$ cat config.mk
export PLATFORM = sky130hd
export DESIGN_NAME = uart_receiver_flat
export DESIGN_NICKNAME = d
export VERILOG_FILES = /design/src/rtl/uart_receiver_if.sv /design/src/rtl/uart_receiver.sv /design/src/flat_wrapper.sv
export SDC_FILE = /design/constraint.sdc
export NUM_CORES = 1
export LEC_CHECK = 0
export ABC_CLOCK_PERIOD_IN_PS = 4670
export CAP_MARGIN = 30
export CORE_UTILIZATION = 47
export CTS_CLUSTER_DIAMETER = 120
export CTS_CLUSTER_SIZE = 24
export DETAILED_ROUTE_END_ITERATION = 10
export GPL_TIMING_DRIVEN = 0
export PLACE_DENSITY = 0.67
export SKIP_LAST_GASP = 1
export SLEW_MARGIN = 40
export SYNTH_ARGS = -nofsm -noshare
export SYNTH_HDL_FRONTEND = slang
export SYNTH_SLANG_ARGS = --single-unit
$ cat constraint.sdc
create_clock -name clock -period 4.67 [get_ports clock]
set_input_delay 0.7005 -clock clock [delete_from_list [all_inputs] [get_ports clock]]
set_output_delay 0.7005 -clock clock [all_outputs]
set_load 0.005 [all_outputs]
$ cat src/rtl/uart_receiver_if.sv
// Signal bundle between the UART receiver and its user.
// The receiver takes the slave modport; the line driver/consumer takes master.
interface uart_receiver_if;
    logic       rx_serial;
    logic [7:0] received_data;
    logic       data_valid;
    logic       is_receiving;
    logic       framing_error;
    logic       parity_error;

    modport master (
        output rx_serial,
        input  received_data,
        input  data_valid,
        input  is_receiving,
        input  framing_error,
        input  parity_error
    );

    modport slave (
        input  rx_serial,
        output received_data,
        output data_valid,
        output is_receiving,
        output framing_error,
        output parity_error
    );
endinterface

$ cat src/rtl/uart_receiver.sv
// UART receiver, 8N1 (8E1/8O1 when UART_RX_PARITY_EN is defined), mid-bit sampling.
// Strobes data_valid / framing_error / parity_error are registered one-cycle pulses.
module uart_receiver #(
    parameter int unsigned CLOCKS_PER_BIT = 87,
    parameter bit          PARITY_ODD     = 1'b0
) (
    input logic            clock,
    input logic            reset_n,
    uart_receiver_if.slave bus
);

    localparam int unsigned CntW = (CLOCKS_PER_BIT > 1) ? $clog2(CLOCKS_PER_BIT) : 1;
    localparam logic [CntW-1:0] BitEnd  = CntW'(CLOCKS_PER_BIT - 1);
    localparam logic [CntW-1:0] HalfEnd = CntW'((CLOCKS_PER_BIT - 1) / 2);

    typedef enum logic [2:0] {
        StIdle,
        StStart,
        StData,
`ifdef UART_RX_PARITY_EN
        StParity,
`endif
        StStop,
        StCleanup
    } state_e;

    state_e          state_q, state_d;
    logic [CntW-1:0] cnt_q, cnt_d;
    logic [2:0]      bit_idx_q, bit_idx_d;
    logic [7:0]      shift_q, shift_d;
    logic [7:0]      data_q, data_d;
    logic            valid_q, valid_d;
    logic            ferr_q, ferr_d;
    logic            busy_q, busy_d;
    logic            armed_q, armed_d;
    logic            rx_meta_q, rx_sync_q;
`ifdef UART_RX_PARITY_EN
    logic            perr_q, perr_d;
    logic            par_mis_q, par_mis_d;
`endif

    always_ff @(posedge clock or negedge reset_n) begin
        if (!reset_n) begin
            rx_meta_q <= 1'b1;
            rx_sync_q <= 1'b1;
        end else begin
            rx_meta_q <= bus.rx_serial;
            rx_sync_q <= rx_meta_q;
        end
    end

    always_ff @(posedge clock or negedge reset_n) begin
        if (!reset_n) begin
            state_q   <= StIdle;
            cnt_q     <= '0;
            bit_idx_q <= 3'd0;
            shift_q   <= 8'h00;
            data_q    <= 8'h00;
            valid_q   <= 1'b0;
            ferr_q    <= 1'b0;
            busy_q    <= 1'b0;
            armed_q   <= 1'b1;
`ifdef UART_RX_PARITY_EN
            perr_q    <= 1'b0;
            par_mis_q <= 1'b0;
`endif
        end else begin
            state_q   <= state_d;
            cnt_q     <= cnt_d;
            bit_idx_q <= bit_idx_d;
            shift_q   <= shift_d;
            data_q    <= data_d;
            valid_q   <= valid_d;
            ferr_q    <= ferr_d;
            busy_q    <= busy_d;
            armed_q   <= armed_d;
`ifdef UART_RX_PARITY_EN
            perr_q    <= perr_d;
            par_mis_q <= par_mis_d;
`endif
        end
    end

    always_comb begin
        state_d   = state_q;
        cnt_d     = cnt_q;
        bit_idx_d = bit_idx_q;
        shift_d   = shift_q;
        data_d    = data_q;
        valid_d   = 1'b0;
        ferr_d    = 1'b0;
        busy_d    = busy_q;
        // A break leaves the line low; only a seen-high line re-arms start detection.
        armed_d   = armed_q | rx_sync_q;
`ifdef UART_RX_PARITY_EN
        perr_d    = 1'b0;
        par_mis_d = par_mis_q;
`endif

        case (state_q)
            StIdle: begin
                cnt_d     = '0;
                bit_idx_d = 3'd0;
                busy_d    = 1'b0;
`ifdef UART_RX_PARITY_EN
                par_mis_d = 1'b0;
`endif
                if (armed_q && !rx_sync_q) begin
                    state_d = StStart;
                    busy_d  = 1'b1;
                end
            end

            StStart: begin
                if (cnt_q == HalfEnd) begin
                    cnt_d = '0;
                    if (!rx_sync_q) begin
                        state_d = StData;
                    end else begin
                        state_d = StIdle;
                        busy_d  = 1'b0;
                    end
                end else begin
                    cnt_d = cnt_q + CntW'(1);
                end
            end

            StData: begin
                if (cnt_q == BitEnd) begin
                    cnt_d              = '0;
                    shift_d[bit_idx_q] = rx_sync_q;
                    if (bit_idx_q == 3'd7) begin
`ifdef UART_RX_PARITY_EN
                        state_d = StParity;
`else
                        state_d = StStop;
`endif
                    end else begin
                        bit_idx_d = bit_idx_q + 3'd1;
                    end
                end else begin
                    cnt_d = cnt_q + CntW'(1);
                end
            end

`ifdef UART_RX_PARITY_EN
            StParity: begin
                if (cnt_q == BitEnd) begin
                    cnt_d     = '0;
                    par_mis_d = rx_sync_q ^ (^shift_q) ^ PARITY_ODD;
                    state_d   = StStop;
                end else begin
                    cnt_d = cnt_q + CntW'(1);
                end
            end
`endif

            StStop: begin
                if (cnt_q == BitEnd) begin
                    cnt_d   = '0;
                    state_d = StCleanup;
                    if (!rx_sync_q) begin
                        ferr_d  = 1'b1;
                        armed_d = 1'b0;
                    end
`ifdef UART_RX_PARITY_EN
                    else if (par_mis_q) begin
                        perr_d = 1'b1;
                    end
`endif
                    else begin
                        valid_d = 1'b1;
                        data_d  = shift_q;
                    end
                end else begin
                    cnt_d = cnt_q + CntW'(1);
                end
            end

            StCleanup: begin
                busy_d  = 1'b0;
                state_d = StIdle;
            end

            default: begin
                state_d = StIdle;
                cnt_d   = '0;
                busy_d  = 1'b0;
            end
        endcase
    end

    assign bus.received_data = data_q;
    assign bus.data_valid    = valid_q;
    assign bus.framing_error = ferr_q;
    assign bus.is_receiving  = busy_q;
`ifdef UART_RX_PARITY_EN
    assign bus.parity_error  = perr_q;
`else
    assign bus.parity_error  = 1'b0 & PARITY_ODD;
`endif

endmodule
$ cat src/flat_wrapper.sv
// flat-port wrapper written by rule: the top's interface ports become plain ports
module uart_receiver_flat 
#(
    parameter int unsigned CLOCKS_PER_BIT = 87,
    parameter bit          PARITY_ODD     = 1'b0
)
  (clock, reset_n, bus_rx_serial, bus_received_data, bus_data_valid, bus_is_receiving, bus_framing_error, bus_parity_error);
  uart_receiver_if bus_i ();
  input logic clock;
  input logic reset_n;
  input wire logic [$bits(bus_i.rx_serial)-1:0] bus_rx_serial;
  output wire logic [$bits(bus_i.received_data)-1:0] bus_received_data;
  output wire logic [$bits(bus_i.data_valid)-1:0] bus_data_valid;
  output wire logic [$bits(bus_i.is_receiving)-1:0] bus_is_receiving;
  output wire logic [$bits(bus_i.framing_error)-1:0] bus_framing_error;
  output wire logic [$bits(bus_i.parity_error)-1:0] bus_parity_error;
  assign bus_i.rx_serial = bus_rx_serial;
  assign bus_received_data = bus_i.received_data;
  assign bus_data_valid = bus_i.data_valid;
  assign bus_is_receiving = bus_i.is_receiving;
  assign bus_framing_error = bus_i.framing_error;
  assign bus_parity_error = bus_i.parity_error;
  uart_receiver #(.CLOCKS_PER_BIT(CLOCKS_PER_BIT), .PARITY_ODD(PARITY_ODD)) u_core (.clock(clock), .reset_n(reset_n), .bus(bus_i));
endmodule
==> qor.txt <==
Post-DP Area = 1860 sq um
Final Cycle Share = 0.459
Filler-free cell count of the finished design = 216
Ratio of cells with drive above 1 in the final layout = 0.218
Initial antenna violation count = 0
DR vias = 1,156
Maximum vdd drop = 0.240 mV
Reg area = 880 sq um
Final instance area = 1950 sq um
Library cells used by synthesis = 41
Type of the worst setup path = register to register
First-pass iteration count of the detailed router = 4
GPL Wtd Cong = 0.793
Clock skew = 0.00982 ns
Max Slew Vio Count = 0
Post-Place Cells = 208
Routed wire length = 2820 um
Setup repair bufs after CTS = 0
Util after Layout = 0.579
DIE HEIGHT = 61.3 um
Clock latency on the worst-skew pair = 0.34 ns
Post-Syn Area = 1650 sq um
Pleak = 0.882 nW
Pwr dens = 392 nW/um^2
Die W = 61.3 um
DRT antenna net count = 0
Most frequent cells in the layout = dfrtp_1, mux2_2, nand2_1, clkdlybuf4s50_1, o21ai_0
Final TNS setup = 0 ns
HP Class = primary input to async pin
Final HPWL DP = 2090 um
Port bufs = 13
Worst-Margin Slew = 0.736 ns
Area of the multi-input gates = 722 sq um
Setup crit start kind = register
# rows = 21
P&R area growth vs syn = 18.0%
First-pass GRT wire length = 4920 um
Mapped Cells = 148
Sequential area share after synthesis = 0.533
Status = completed
Worst Path Arrival = 2.38 ns
CP max FO = 6
DRC Markers = 0
Final setup violating endpoints = 0
Post-place setup slack = 2.54 ns
Vias in the first global route = 1,113
Clock slew at reported path FFs = 0.11 ns
WHS = 0.219 ns
Area leader, netlist = dfrtp_1
Data required, critical path = 4.91 ns
Full die area = 3760 sq um
Root Buffer Master = clkbuf_4
Max Cap Viol = 0
Num CTS Buffers = 5
Post-synth top area share = 0.485
Post-CTS Resized = 0
Synth Warn # = 0
Filler Cell Count = 318
Grt ovf = 0
Core Region = 3360 sq um
Avg Synthesized Cell Area = 11.2 sq um
FF+latch count, synth = 35
1st-iter DRT viols = 39
Largest net degree at the start of global routing = 26
Final min period = 2.14 ns
CTS tree = built
Power Total = 0.764 mW
Antenna diodes = 0
Max_slew headroom = 0.505
Final hold violation count = 0
Nets@finish = 176
Initial core utilization = 0.491
Fmax = 467 MHz
Unrepaired setup endpoints after global routing = no
CP endpoint kind = register
Synth Net Count = 155
Most common cell after layout, fill and taps aside = dfrtp_1
CTS max path bufs = 2
Synth area leaders = dfrtp_1, mux2_2, dfstp_2
I/O pins = 15
Via-per-instance ratio = 5.35
Post-cts hold buffer count = 0
Routed length per instance = 13.0 um
H-Tree Depth = 2
CTS Sinks = 35
Fin worst setup slack = 2.53 ns
Total GRT Usage = 0.184
[state kept, by name (all words and copies together) (netlist names), 3 cells and up]
signal                    count
u_core.bit_idx_q              3
u_core.bus.received_data      8
u_core.state_q                3
u_core.cnt_q                  7
u_core.shift_q                8
[synthesized netlist by cell type (all sizes together)]
cell type   n
dfrtp      32
mux2       16
nand2      15
o21ai       9
a21oi       7
inv         5
nand3       5
nor2        5
clkbuf      4
ha          4
nor3b       4
buf         3
dfstp       3
nor3        3
or3b        3
xor2        3
a21o        2
a22oi       2
nand3b      2
nand4       2
nor2b       2
nor4        2
or3         2
a2111o      1
a211oi      1
a31oi       1
and2        1
and3        1
conb        1
mux2i       1
nand4bb     1
nor4b       1
o21bai      1
or4         1
or4b        1
xnor2       1
[cell type report]
| type | count | area share |
|---|---|---|
| inverter | 5 | 0.00963 |
| multi-input combinational | 101 | 0.371 |
| buffer | 7 | 0.0161 |
| clock buffer | 6 | 0.0263 |
| sequential | 35 | 0.452 |
| timing repair buffer | 14 | 0.0784 |
| tap | 46 | 0.0295 |
| clock inverter | 2 | 0.0180 |
[path summary, 6_finish.rpt]
path                             startpoint                 endpoint  slack [ns]  depth (start not counted)
min reg2reg                u_core.rx_meta_q         u_core.rx_sync_q        0.36                          0
max in group asynchronous           reset_n         u_core.rx_meta_q        3.96                          2
max reg2reg                 u_core.cnt_q[0]        u_core.shift_q[5]        2.53                          6
min                                 reset_n  u_core.bus.is_receiving        0.22                          1
min in group clock         u_core.rx_meta_q         u_core.rx_sync_q        0.36                          0
max                         u_core.cnt_q[0]        u_core.shift_q[5]        2.53                          6
[routing by layer]
metal | vias up | routed length (um) | global-route usage
li1 | 562 | - | -
met1 | 569 | 1420 | 0.249
met2 | 17 | 1230 | 0.269
met3 | 8 | 104 | 0.0483
met4 | 0 | 59 | 0.107
met5 | - | 0 | 0
[kinds of logic after synthesis]
group | share of synthesized area
XOR/XNOR | 0.0212
AO/OA/AOI/OAI | 0.0864
adder cells (fa/ha/maj) | 0.0303
other | 0.00227
buffers and inverters | 0.0303
flip-flops | 0.533
AND/OR/NAND/NOR | 0.182
multiplexers | 0.115
[where the power goes]
group          switching (mW)  internal, mW  leakage, nW  total [mW]
clock network           0.101         0.126       0.0482       0.228
logic                  0.0791        0.0674        0.375       0.146
registers              0.0466         0.344        0.459       0.390
[worst max-delay path, stage by stage, from the launching register on]
cell       delay, ns
dfrtp_1         0.44
inv_1           0.08
ha_1            0.14
nand4bb_1       0.22
or4_4           0.58
nor3b_2         0.22
mux2_2          0.35
Note: power is estimated with default switching activity, not from simulation.
